<file path="src/rtl/lsu_pkg.sv">
`default_nettype none
// ============================================================================
// Module      : lsu_pkg
// Description : Shared definitions for the load/store memory stage:
//               RISC-V funct3 width codes, byte width, the response record
//               and the store byte-lane mask helper.
// Revision    : 1.0 - initial release
// ============================================================================
package lsu_pkg;

    localparam logic [2:0] F3_B  = 3'd0;
    localparam logic [2:0] F3_H  = 3'd1;
    localparam logic [2:0] F3_W  = 3'd2;
    localparam logic [2:0] F3_BU = 3'd4;
    localparam logic [2:0] F3_HU = 3'd5;

    localparam int BYTE_W = 8;

    // Contents of the single-entry response register.
    typedef struct packed {
        logic [31:0] data;
        logic [4:0]  rd;
        logic        err;
    } lsu_rsp_t;

    // Byte-lane enables for a store of the given width. Halfwords use only
    // addr[1] and words ignore the offset, so a misaligned access (when not
    // trapped) lands on the naturally aligned container.
    function automatic logic [3:0] lane_mask(input logic [2:0] funct3,
                                             input logic [1:0] addr_lo);
        logic [3:0] mask;
        mask = 4'b0000;
        case (funct3)
            F3_B:    mask = 4'b0001 << addr_lo;
            F3_H:    mask = 4'b0011 << {addr_lo[1], 1'b0};
            F3_W:    mask = 4'b1111;
            default: mask = 4'b0000;
        endcase
        return mask;
    endfunction

endpackage : lsu_pkg
`default_nettype wire

</file>
<file path="src/rtl/lsu_mem_stage_if.sv">
`default_nettype none
// ============================================================================
// Module      : lsu_mem_stage_if
// Description : Bundle of the request handshake (execute -> stage), the
//               response handshake (stage -> writeback) and the memory port
//               (stage <-> data memory).
//               slave  : view of the lsu_mem_stage itself
//               master : view of the surrounding pipeline / memory
// Ports       : DEPTH parameter sets the memory-address width MA_W.
// Revision    : 1.0 - initial release
// ============================================================================
interface lsu_mem_stage_if #(
    parameter int DEPTH = 32
);
    localparam int MA_W = $clog2(DEPTH) + 2;

    // request
    logic            req_valid;
    logic            req_ready;
    logic            req_we;
    logic [2:0]      req_funct3;
    logic [31:0]     req_addr;
    logic [31:0]     req_wdata;
    logic [4:0]      req_rd;
    // memory port
    logic [MA_W-1:0] mem_addr;
    logic            mem_we;
    logic [3:0]      mem_wmask;
    logic [31:0]     mem_wdata;
    logic [31:0]     mem_rdata;
    // response
    logic            rsp_valid;
    logic            rsp_ready;
    logic [31:0]     rsp_data;
    logic [4:0]      rsp_rd;
    logic            rsp_err;

    modport slave (
        input  req_valid, req_we, req_funct3, req_addr, req_wdata, req_rd,
        output req_ready,
        output mem_addr, mem_we, mem_wmask, mem_wdata,
        input  mem_rdata,
        output rsp_valid, rsp_data, rsp_rd, rsp_err,
        input  rsp_ready
    );

    modport master (
        output req_valid, req_we, req_funct3, req_addr, req_wdata, req_rd,
        input  req_ready,
        input  mem_addr, mem_we, mem_wmask, mem_wdata,
        output mem_rdata,
        input  rsp_valid, rsp_data, rsp_rd, rsp_err,
        output rsp_ready
    );

endinterface : lsu_mem_stage_if
`default_nettype wire

</file>
<file path="src/rtl/lsu_load_align.sv">
`default_nettype none
// ============================================================================
// Module      : lsu_load_align
// Description : Combinational load data alignment. Selects the addressed
//               byte/halfword lane from the memory word and sign- or
//               zero-extends it according to funct3.
// Ports       : rdata   - raw 32-bit memory word
//               funct3  - load width code
//               addr_lo - byte offset within the word
//               data    - extended result (0 for non-load codes)
// Revision    : 1.0 - initial release
// ============================================================================
module lsu_load_align
    import lsu_pkg::*;
(
    input  logic [31:0] rdata,
    input  logic [2:0]  funct3,
    input  logic [1:0]  addr_lo,
    output logic [31:0] data
);

    logic [31:0] w_byte_sh;
    logic [31:0] w_half_sh;
    logic [7:0]  w_byte;
    logic [15:0] w_half;

    assign w_byte_sh = rdata >> {addr_lo, 3'b000};
    assign w_half_sh = rdata >> {addr_lo[1], 4'b0000};
    assign w_byte    = w_byte_sh[BYTE_W-1:0];
    assign w_half    = w_half_sh[2*BYTE_W-1:0];

    always_comb begin
        data = 32'd0;
        case (funct3)
            F3_B:    data = {{24{w_byte[7]}}, w_byte};
            F3_BU:   data = {24'd0, w_byte};
            F3_H:    data = {{16{w_half[15]}}, w_half};
            F3_HU:   data = {16'd0, w_half};
            F3_W:    data = rdata;
            default: data = 32'd0;
        endcase
    end

endmodule : lsu_load_align
`default_nettype wire

</file>
<file path="src/rtl/lsu_mem_stage.sv">
`default_nettype none
// ============================================================================
// Module      : lsu_mem_stage
// Description : Load/store access stage in front of a byte-addressed data
//               memory. Accepts one request per cycle, drives the memory
//               write port (byte mask + lane-replicated data) and read
//               address, aligns/extends load data and returns a registered
//               response over a valid/ready handshake.
// Ports       : clk, rst (async, active-high)
//               bus   - lsu_mem_stage_if.slave (request, memory, response)
// Config      : LSU_MISALIGN_TRAP_EN - when defined, misaligned halfword and
//               word accesses fault instead of being silently aligned down.
// Revision    : 1.0 - initial release
// ============================================================================
module lsu_mem_stage
    import lsu_pkg::*;
#(
    parameter int DEPTH = 32
)(
    input  logic             clk,
    input  logic             rst,
    lsu_mem_stage_if.slave   bus
);

    localparam int MA_W = $clog2(DEPTH) + 2;

    logic       w_req_ready;
    logic       w_accept;
    logic       w_illegal;
    logic       w_misalign;
    logic       w_fault;
    logic       w_store_en;
    logic [1:0] w_addr_lo;
    logic [31:0] w_load_data;
    lsu_rsp_t   w_rsp_next;

    logic       r_rsp_valid;
    lsu_rsp_t   r_rsp;

    // Address bits above the memory range are dropped, so addresses wrap.
    logic w_unused_addr;
    assign w_unused_addr = ^bus.req_addr[31:MA_W];

    assign w_addr_lo = bus.req_addr[1:0];

    // Single-entry response register: accept whenever it is empty or being
    // drained this cycle. Gated by rst because the asynchronous reset clears
    // rsp_valid immediately and would otherwise open the port during reset.
    assign w_req_ready = !rst && (!r_rsp_valid || bus.rsp_ready);
    assign w_accept    = bus.req_valid && w_req_ready;

    // ------------------------------------------------------------------
    // Fault decode
    // ------------------------------------------------------------------
    always_comb begin
        w_illegal = 1'b1;
        if (bus.req_we) begin
            w_illegal = !(bus.req_funct3 == F3_B || bus.req_funct3 == F3_H ||
                          bus.req_funct3 == F3_W);
        end else begin
            w_illegal = !(bus.req_funct3 == F3_B  || bus.req_funct3 == F3_H  ||
                          bus.req_funct3 == F3_W  || bus.req_funct3 == F3_BU ||
                          bus.req_funct3 == F3_HU);
        end
    end

`ifdef LSU_MISALIGN_TRAP_EN
    assign w_misalign = ((bus.req_funct3 == F3_H || bus.req_funct3 == F3_HU) && w_addr_lo[0]) ||
                        ((bus.req_funct3 == F3_W) && (w_addr_lo != 2'b00));
`else
    assign w_misalign = 1'b0;
`endif

    assign w_fault = w_illegal || w_misalign;

    // ------------------------------------------------------------------
    // Store formatting (memory commits on the accept edge)
    // ------------------------------------------------------------------
    assign w_store_en    = w_accept && bus.req_we && !w_fault;
    assign bus.mem_addr  = bus.req_addr[MA_W-1:0];
    assign bus.mem_we    = w_store_en;
    assign bus.mem_wmask = w_store_en ? lane_mask(bus.req_funct3, w_addr_lo) : 4'b0000;

    always_comb begin
        bus.mem_wdata = 32'd0;
        if (w_store_en) begin
            case (bus.req_funct3)
                F3_B:    bus.mem_wdata = {4{bus.req_wdata[7:0]}};
                F3_H:    bus.mem_wdata = {2{bus.req_wdata[15:0]}};
                default: bus.mem_wdata = bus.req_wdata;
            endcase
        end
    end

    // ------------------------------------------------------------------
    // Load alignment and response formation
    // ------------------------------------------------------------------
    lsu_load_align u_load_align (
        .rdata   (bus.mem_rdata),
        .funct3  (bus.req_funct3),
        .addr_lo (w_addr_lo),
        .data    (w_load_data)
    );

    always_comb begin
        w_rsp_next.data = 32'd0;
        w_rsp_next.rd   = 5'd0;
        w_rsp_next.err  = w_fault;
        if (!bus.req_we) begin
            w_rsp_next.rd   = bus.req_rd;
            w_rsp_next.data = w_fault ? 32'd0 : w_load_data;
        end
    end

    always_ff @(posedge clk or posedge rst) begin
        if (rst) begin
            r_rsp_valid <= 1'b0;
            r_rsp       <= '0;
        end else if (w_accept) begin
            r_rsp_valid <= 1'b1;
            r_rsp       <= w_rsp_next;
        end else if (bus.rsp_ready) begin
            r_rsp_valid <= 1'b0;
        end
    end

    assign bus.req_ready = w_req_ready;
    assign bus.rsp_valid = r_rsp_valid;
    assign bus.rsp_data  = r_rsp.data;
    assign bus.rsp_rd    = r_rsp.rd;
    assign bus.rsp_err   = r_rsp.err;

endmodule : lsu_mem_stage
`default_nettype wire

</file>
<file path="src/flat_wrapper.sv">
// flat-port wrapper written by rule: the top's interface ports become plain ports
module lsu_mem_stage_flat import lsu_pkg::*;
#(
    parameter int DEPTH = 32
)
  (clk, rst, bus_req_valid, bus_req_we, bus_req_funct3, bus_req_addr, bus_req_wdata, bus_req_rd, bus_req_ready, bus_mem_addr, bus_mem_we, bus_mem_wmask, bus_mem_wdata, bus_mem_rdata, bus_rsp_valid, bus_rsp_data, bus_rsp_rd, bus_rsp_err, bus_rsp_ready);
  lsu_mem_stage_if #(.DEPTH(DEPTH)) bus_i ();
  input  logic clk;
  input  logic rst;
  input wire logic [$bits(bus_i.req_valid)-1:0] bus_req_valid;
  input wire logic [$bits(bus_i.req_we)-1:0] bus_req_we;
  input wire logic [$bits(bus_i.req_funct3)-1:0] bus_req_funct3;
  input wire logic [$bits(bus_i.req_addr)-1:0] bus_req_addr;
  input wire logic [$bits(bus_i.req_wdata)-1:0] bus_req_wdata;
  input wire logic [$bits(bus_i.req_rd)-1:0] bus_req_rd;
  output wire logic [$bits(bus_i.req_ready)-1:0] bus_req_ready;
  output wire logic [$bits(bus_i.mem_addr)-1:0] bus_mem_addr;
  output wire logic [$bits(bus_i.mem_we)-1:0] bus_mem_we;
  output wire logic [$bits(bus_i.mem_wmask)-1:0] bus_mem_wmask;
  output wire logic [$bits(bus_i.mem_wdata)-1:0] bus_mem_wdata;
  input wire logic [$bits(bus_i.mem_rdata)-1:0] bus_mem_rdata;
  output wire logic [$bits(bus_i.rsp_valid)-1:0] bus_rsp_valid;
  output wire logic [$bits(bus_i.rsp_data)-1:0] bus_rsp_data;
  output wire logic [$bits(bus_i.rsp_rd)-1:0] bus_rsp_rd;
  output wire logic [$bits(bus_i.rsp_err)-1:0] bus_rsp_err;
  input wire logic [$bits(bus_i.rsp_ready)-1:0] bus_rsp_ready;
  assign bus_i.req_valid = bus_req_valid;
  assign bus_i.req_we = bus_req_we;
  assign bus_i.req_funct3 = bus_req_funct3;
  assign bus_i.req_addr = bus_req_addr;
  assign bus_i.req_wdata = bus_req_wdata;
  assign bus_i.req_rd = bus_req_rd;
  assign bus_req_ready = bus_i.req_ready;
  assign bus_mem_addr = bus_i.mem_addr;
  assign bus_mem_we = bus_i.mem_we;
  assign bus_mem_wmask = bus_i.mem_wmask;
  assign bus_mem_wdata = bus_i.mem_wdata;
  assign bus_i.mem_rdata = bus_mem_rdata;
  assign bus_rsp_valid = bus_i.rsp_valid;
  assign bus_rsp_data = bus_i.rsp_data;
  assign bus_rsp_rd = bus_i.rsp_rd;
  assign bus_rsp_err = bus_i.rsp_err;
  assign bus_i.rsp_ready = bus_rsp_ready;
  lsu_mem_stage #(.DEPTH(DEPTH)) u_core (.clk(clk), .rst(rst), .bus(bus_i));
endmodule
</file>
<file path="config.mk">
export PLATFORM = sky130hd
export DESIGN_NAME = lsu_mem_stage_flat
export DESIGN_NICKNAME = d
export VERILOG_FILES = /design/src/rtl/lsu_pkg.sv /design/src/rtl/lsu_mem_stage_if.sv /design/src/rtl/lsu_load_align.sv /design/src/rtl/lsu_mem_stage.sv /design/src/flat_wrapper.sv
export SDC_FILE = /design/constraint.sdc
export NUM_CORES = 1
export LEC_CHECK = 0
export ABC_AREA = 1
export ABC_CLOCK_PERIOD_IN_PS = 2800
export CORE_AREA = 2 2 100 102
export CTS_CLUSTER_DIAMETER = 40
export DETAILED_ROUTE_END_ITERATION = 7
export DIE_AREA = 0 0 102 104
export HOLD_SLACK_MARGIN = 0.08
export PLACE_DENSITY = 0.76
export SYNTH_ARGS = -nofsm -noshare
export SYNTH_HDL_FRONTEND = slang
export SYNTH_SLANG_ARGS = --single-unit
</file>
<file path="constraint.sdc">
create_clock -name clk -period 2.8 [get_ports clk]
set_input_delay 0.56 -clock clk [delete_from_list [all_inputs] [get_ports clk]]
set_output_delay 0.56 -clock clk [all_outputs]
set_load 0.02 [all_outputs]
</file>
* After elaboration in Yosys (flattened, before gate mapping)
Cells that the tools add are included.
** Word-level totals
- Input bits :: 109
- Output and inout bits :: 84
- Word-level logic and storage cells :: 38
- Bits in registers :: 39
** Cells by class
- Shift operators :: 4
- Equality and inequality tests :: 4
- Multiplexer cells :: 10
- Reduce and logical (&&, ||, !) cells :: 16
** Operators by type and width (count)
- 32-bit case mux with 5 select lines :: 1
- 32-bit 2-to-1 mux :: 2
- 32-bit case mux with 2 select lines :: 1
- 37-bit 2-to-1 mux :: 1
- 32-bit by 5-bit >> shifter with 16-bit output :: 1
- 32-bit by 5-bit >> shifter with 8-bit output :: 1
- 4-bit case mux with 3 select lines :: 1
- 3-bit == test, second input constant :: 2
- 1-bit logical NOT :: 5
- 1-bit logical OR :: 5
- 1-bit logical AND :: 4
- 4-bit 2-to-1 mux :: 1
- 1-bit by 2-bit left shift with 4-bit output, first input constant :: 1
- 2-bit by 2-bit left shift with 4-bit output, first input constant :: 1
- 3-bit by 1-bit == test with 1-bit output, second input constant :: 1
- 3-bit by 2-bit == test with 1-bit output, second input constant :: 1
- 3-bit logical NOT :: 1
- 1-bit 2-to-1 mux :: 3
- 2-bit nonzero test :: 1

* Logic depth before layout (Yosys ltp)
- Depth in word-level cells :: 10
- Depth in mapped cells :: 10
- Gate-level depth less buffers :: 9

* Cells and area by module
A second synthesis with hierarchy kept.
** Unflattened totals
- Cells, all modules :: 586
- Area, all modules :: 3445.8 sq um
** Modules (own cells, without submodules)
- lsu_mem_stage :: cells each 370, sequential area each 975.9 sq um, area an instance 2518.7 sq um, times used 1
- lsu_load_align :: cells each 216, sequential area each 0.0 sq um, area an instance 927.1 sq um, times used 1

* Worst setup path before layout
OpenSTA, ideal clock, no wires.
- Kind :: input port to output port
- Start point :: input port rst
- End point :: output port bus_mem_wdata[11]
- Stages :: 6
- Setup slack :: -0.337 ns
- Data arrival time :: 2.577 ns
- Path through :: inv_1 -> nand3_2 -> nor2_1 -> nand2_2 -> buf_2 -> nor2_1
** On the way
- Word-level cells in the longest chain between the ends :: 6
** Ends and longest elaborated chain
- start, declared :: line flat_wrapper.sv:9 : input logic rst;
- 1-bit logical NOT :: line lsu_mem_stage.sv:49 : assign w_req_ready = !rst && (!r_rsp_valid || bus.rsp_ready);
- 1-bit logical AND :: line lsu_mem_stage.sv:49
- 1-bit logical AND :: line lsu_mem_stage.sv:50 : assign w_accept = bus.req_valid && w_req_ready;
- 1-bit logical AND (2 in a row) :: line lsu_mem_stage.sv:79 : assign w_store_en = w_accept && bus.req_we && !w_fault;
- 32-bit 2-to-1 mux :: line lsu_mem_stage.sv:86 : if (w_store_en) begin
- end, declared :: line flat_wrapper.sv:20 : output wire logic [$bits(bus_i.mem_wdata)-1:0] bus_mem_wdata;
Every way passes these cells.

* Worst setup path in the final report
- Start point :: input port bus_req_funct3[1]
- End point :: output port bus_mem_wdata[12]
** On the way
- Word-level cells in the longest chain between the ends :: 10
- Elaborated cells between the ends (all ways) :: 16
** Ends and longest elaborated chain
- start, declared :: line flat_wrapper.sv:12 : input wire logic [$bits(bus_i.req_funct3)-1:0] bus_req_funct3;
- 3-bit by 1-bit == test with 1-bit output / 3-bit logical NOT (equally long branches) :: line lsu_mem_stage.sv:58, lsu_mem_stage.sv:61, lsu_mem_stage.sv:87
- 1-bit logical OR (2 in a row) :: line lsu_mem_stage.sv:58, lsu_mem_stage.sv:61
- 1-bit logical OR (2 in a row) :: line lsu_mem_stage.sv:62 : bus.req_funct3 == F3_W || bus.req_funct3 == F3_BU ||
- 1-bit logical NOT :: line lsu_mem_stage.sv:61 : w_illegal = !(bus.req_funct3 == F3_B || bus.req_funct3 == F3_H ||
- 1-bit 2-to-1 mux :: line lsu_mem_stage.sv:57 : if (bus.req_we) begin
- 1-bit logical NOT :: line lsu_mem_stage.sv:79
- 1-bit logical AND :: line lsu_mem_stage.sv:79
- 32-bit 2-to-1 mux (*) :: line lsu_mem_stage.sv:86
Every way passes the cells marked *; elsewhere a longest branch is shown, timed or not.

==> summary.log <==
qor: status.run_status finished, final reports clean
qor: detailed_routing.average_vias_per_placed_instance 4.42
qor: sta.timing.final.ws_setup 0.0932 ns
qor: placement.gp_routability_congestion 0.894
qor: logic_synthesis.post-synth-top-count-cell sky130_fd_sc_hd__nand2_1
qor: logic_synthesis.synth_area_leader_cell sky130_fd_sc_hd__nand2_1
qor: final_layout.area_growth 57.1%
qor: power_and_ir_drop.switchingPower 0.540 mW
qor: setup_path.critical_path_arrival 2.15 ns
qor: clock_tree.holdBufCountCts 0
qor: power_and_ir_drop.power.total 1.65 mW
qor: logic_synthesis.yosys-top-cells-area sky130_fd_sc_hd__nand2_1, sky130_fd_sc_hd__dfrtp_1, sky130_fd_sc_hd__inv_1
qor: logic_synthesis.synth-seq-area-share 31.0%
qor: detailed_routing.number_of_detailed_routing_iterations_run_before_antenna_repair 5
qor: setup_path.cp_capture_type output pin
qor: sta.rsz0062_at_grt true
qor: power_and_ir_drop.clock_power_share 26.2%
qor: clock_tree.max-clock-path-buffers 2
qor: clock_tree.clockRootBuffer sky130_fd_sc_hd__clkbuf_8
qor: placement.detailed_place_hpwl 7990 um
qor: floorplanning.initial_utilization 33.0%
qor: detailed_routing.wl_per_cell 12.3 um
qor: power_and_ir_drop.peakVddDrop 0.145 mV
qor: clock_tree.cts_tree built
qor: sta.setup_violations 0
qor: clock_tree.clkSinkCount 39
qor: logic_synthesis.synthCells 555
qor: sta.clock-skew-final 0.00561 ns
qor: final_layout.fill_cells 981
qor: detailed_routing.remaining_drc_errors 0
qor: floorplanning.floorplan.core_area 0.00955 mm^2
qor: power_and_ir_drop.leakage 2.83 nW
qor: global_route.grt_pass1_wl 16800 um
qor: logic_synthesis.yosys.cell_types.count 21
qor: detailed_routing.drt_iter0_markers 238
qor: sta.final-hold-violation-count 0
qor: sta.post-route-min-period 2.71 ns
qor: detailed_routing.route.final.wire_length 10500 um
qor: sta.timing.slew.headroom 27.5%
qor: logic_synthesis.flip_flop_and_latch_count_after_synthesis 39
qor: power_and_ir_drop.share_comb_of_total_power 35.9%
qor: worst_hold_path.timing.hold.worst.class flop to flop
qor: setup_path.required 2.24 ns
qor: global_route.antenna_violations_before_repair 0
qor: logic_synthesis.post_synth_instance_area 0.00315 mm^2
qor: setup_path.timing.critical_path.fanout_max 24
qor: floorplanning.ioPinCount 193
qor: clock_tree.cts-buffers-inserted 5
qor: floorplanning.die-area 0.0106 mm^2
qor: sta.final_max_slew_viol_count 0
qor: job.maxCapViolations 0
qor: logic_synthesis.synth_edf_count 0
qor: sta.hold-worst-slack 0.477 ns
qor: placement.placed_area 0.00489 mm^2
qor: power_and_ir_drop.swShare 32.7%
qor: global_route.grt_max_degree 46
qor: sta.timing_worst_slew_pin_value 1.08 ns
qor: logic_synthesis.synth-async-reset-ratio 100%
qor: clock_tree.htree_num_levels 2
qor: power_and_ir_drop.cellInternalPower 1.11 mW
qor: global_route.grt_pass1_vias 3485
qor: logic_synthesis.ys_dominant_reg_cell sky130_fd_sc_hd__dfrtp_1
qor: sta.maxClockFrequency 369 MHz
qor: final_layout.finish.net_count 822
qor: setup_path.path_class primary input to output pin
qor: logic_synthesis.syn-num-nets 664
qor: logic_synthesis.yosysWarnings 0
qor: final_layout.multi_input_area 0.00173 mm^2
qor: sta.totalNegativeSetupSlack 0 ns
qor: final_layout.layout.cell_area.non_filler 0.00494 mm^2
qor: final_layout.drive_gt1_share 10.6%
qor: floorplanning.die_width 102 um
qor: logic_synthesis.post_synth_most_frequent_cells sky130_fd_sc_hd__nand2_1, sky130_fd_sc_hd__inv_1, sky130_fd_sc_hd__nor2_1
qor: final_layout.ff_latch_area 976 um^2
qor: placement.detailedPlace.worstSlack -0.396 ns
qor: power_and_ir_drop.power_density 334 mW/mm^2
qor: logic_synthesis.synthesis.area_per_instance 5.67 um^2
qor: clock_tree.clkSlewWorstSetupHoldPaths 0.07 ns
qor: power_and_ir_drop.power.share.sequential 37.9%
qor: logic_synthesis.synth.top_cell.area_share 33.0%
qor: floorplanning.placement_rows 36
qor: detailed_routing.route.vias.total 3745
qor: setup_path.worst_setup_path_start_kind primary input
qor: global_route.gr-total-overflow 0
qor: floorplanning.die_height 104 um
qor: placement.io_buffers 157
qor: final_layout.n_antenna_cell 0
qor: global_route.grt_usage 19.5%
qor: clock_tree.clk_latency 0.30 ns
qor: detailed_routing.antenna_violating_nets_post_route 0
qor: sta.fin_crit_sh 96.7%
==> routing by layer <==
metal	wire length, um	GRT usage [%]	up-vias	part of all wire, %
met5	0	0	-	0
met4	236	6.57	0	2.3
met3	768	4.10	21	7.3
met2	4920	31.8	129	47
met1	4530	25.3	1621	43
li1	-	-	1974	-
==> power by group through the flow <==
stage	sequential, mW	clock [mW]	combinational [mW]
floorplan	0.687	0	0.251
global placement	0.635	0	0.587
finish	0.626	0.433	0.592
CTS	0.626	0.444	0.592
detailed placement	0.638	0	0.593
global route	0.631	0.465	0.652
==> placed cells by master (no fill, tap or decap) <==
cell type	n
sky130_fd_sc_hd__a21oi_1	4
sky130_fd_sc_hd__a21oi_2	1
sky130_fd_sc_hd__buf_12	3
sky130_fd_sc_hd__buf_2	4
sky130_fd_sc_hd__buf_4	22
sky130_fd_sc_hd__buf_6	1
sky130_fd_sc_hd__clkbuf_2	15
sky130_fd_sc_hd__clkbuf_8	7
sky130_fd_sc_hd__clkdlybuf4s15_1	7
sky130_fd_sc_hd__clkdlybuf4s15_2	5
sky130_fd_sc_hd__clkdlybuf4s50_1	118
sky130_fd_sc_hd__clkinv_1	1
sky130_fd_sc_hd__clkinvlp_4	2
sky130_fd_sc_hd__dfrtp_1	39
sky130_fd_sc_hd__dlygate4sd2_1	8
sky130_fd_sc_hd__inv_1	60
sky130_fd_sc_hd__inv_2	3
sky130_fd_sc_hd__inv_4	1
sky130_fd_sc_hd__nand2_1	277
sky130_fd_sc_hd__nand2_2	3
sky130_fd_sc_hd__nand2_4	2
sky130_fd_sc_hd__nand3_1	45
sky130_fd_sc_hd__nand3_2	1
sky130_fd_sc_hd__nand3b_4	1
sky130_fd_sc_hd__nor2_1	58
sky130_fd_sc_hd__nor2_2	3
sky130_fd_sc_hd__nor2_4	1
sky130_fd_sc_hd__nor3_4	1
sky130_fd_sc_hd__o21ai_0	21
==> timing repair <==
item / CTS / global route
setup endpoints to repair: 37 / 37
pin swaps: 1 / 1
buffers inserted: 1 / 2
gates cloned: 0 / 0
resized for setup: 71 / 30
==> path summary, 6_finish.rpt <==
kind                                                 to                   start  slack (ns)  depth (start not counted)
min in group asynchronous          u_core.bus.rsp_rd[3]                     rst        0.80                          3
worst min-delay path             u_core.bus.rsp_data[8]  u_core.bus.rsp_data[8]        0.48                          2
worst max-delay path                  bus_mem_wdata[12]       bus_req_funct3[1]        0.09                          9
worst min register to register   u_core.bus.rsp_data[8]  u_core.bus.rsp_data[8]        0.48                          2
max in group asynchronous        u_core.bus.rsp_data[7]                     rst        1.67                          3
worst max register to register  u_core.bus.rsp_data[16]    u_core.bus.rsp_valid        0.61                          6
==> logic make-up after synthesis <==
| logic type | Yosys count | synth area share, % |
|---|---|---|
| AOI/OAI and AO/OA | 26 | 4.25 |
| buffers and inverters | 98 | 14.2 |
| DFF | 39 | 31.0 |
| and+or+nand+nor | 392 | 50.6 |
==> state kept, by name, summed over array words and instances, names as in the netlist <==
register,count
u_core.bus.rsp_data,32
u_core.bus.rsp_err,1
u_core.bus.rsp_valid,1
u_core.bus.rsp_rd,5
==> stage by stage <==
step / util, % / std cells
after floorplan: - / 555
after global placement: 51.3 / 836
after detailed placement: 51.3 / 836
after CTS: 52.3 / 845
after global routing: 51.8 / 847
final: 51.8 / 847
==> critical path, stage by stage <==
cell and delay, ns:
sky130_fd_sc_hd__clkdlybuf4s50_1 0.50, sky130_fd_sc_hd__inv_2 0.07, sky130_fd_sc_hd__buf_4 0.13, sky130_fd_sc_hd__a21oi_2 0.16, sky130_fd_sc_hd__nor2_2 0.06, sky130_fd_sc_hd__nand2_2 0.11, sky130_fd_sc_hd__buf_6 0.21, sky130_fd_sc_hd__nor2_1 0.07
sky130_fd_sc_hd__clkdlybuf4s15_2 0.26
==> cell type report <==
class | instances | share of cell area [%]
multi-input cells | 418 | 35.1
repair buffers | 183 | 34.6
flip-flops and latches | 39 | 19.7
inverters | 66 | 5.14
well taps | 133 | 3.37
clock buffers | 7 | 1.95
clock inverters | 1 | 0.152
(Power assumes the default switching activity.)
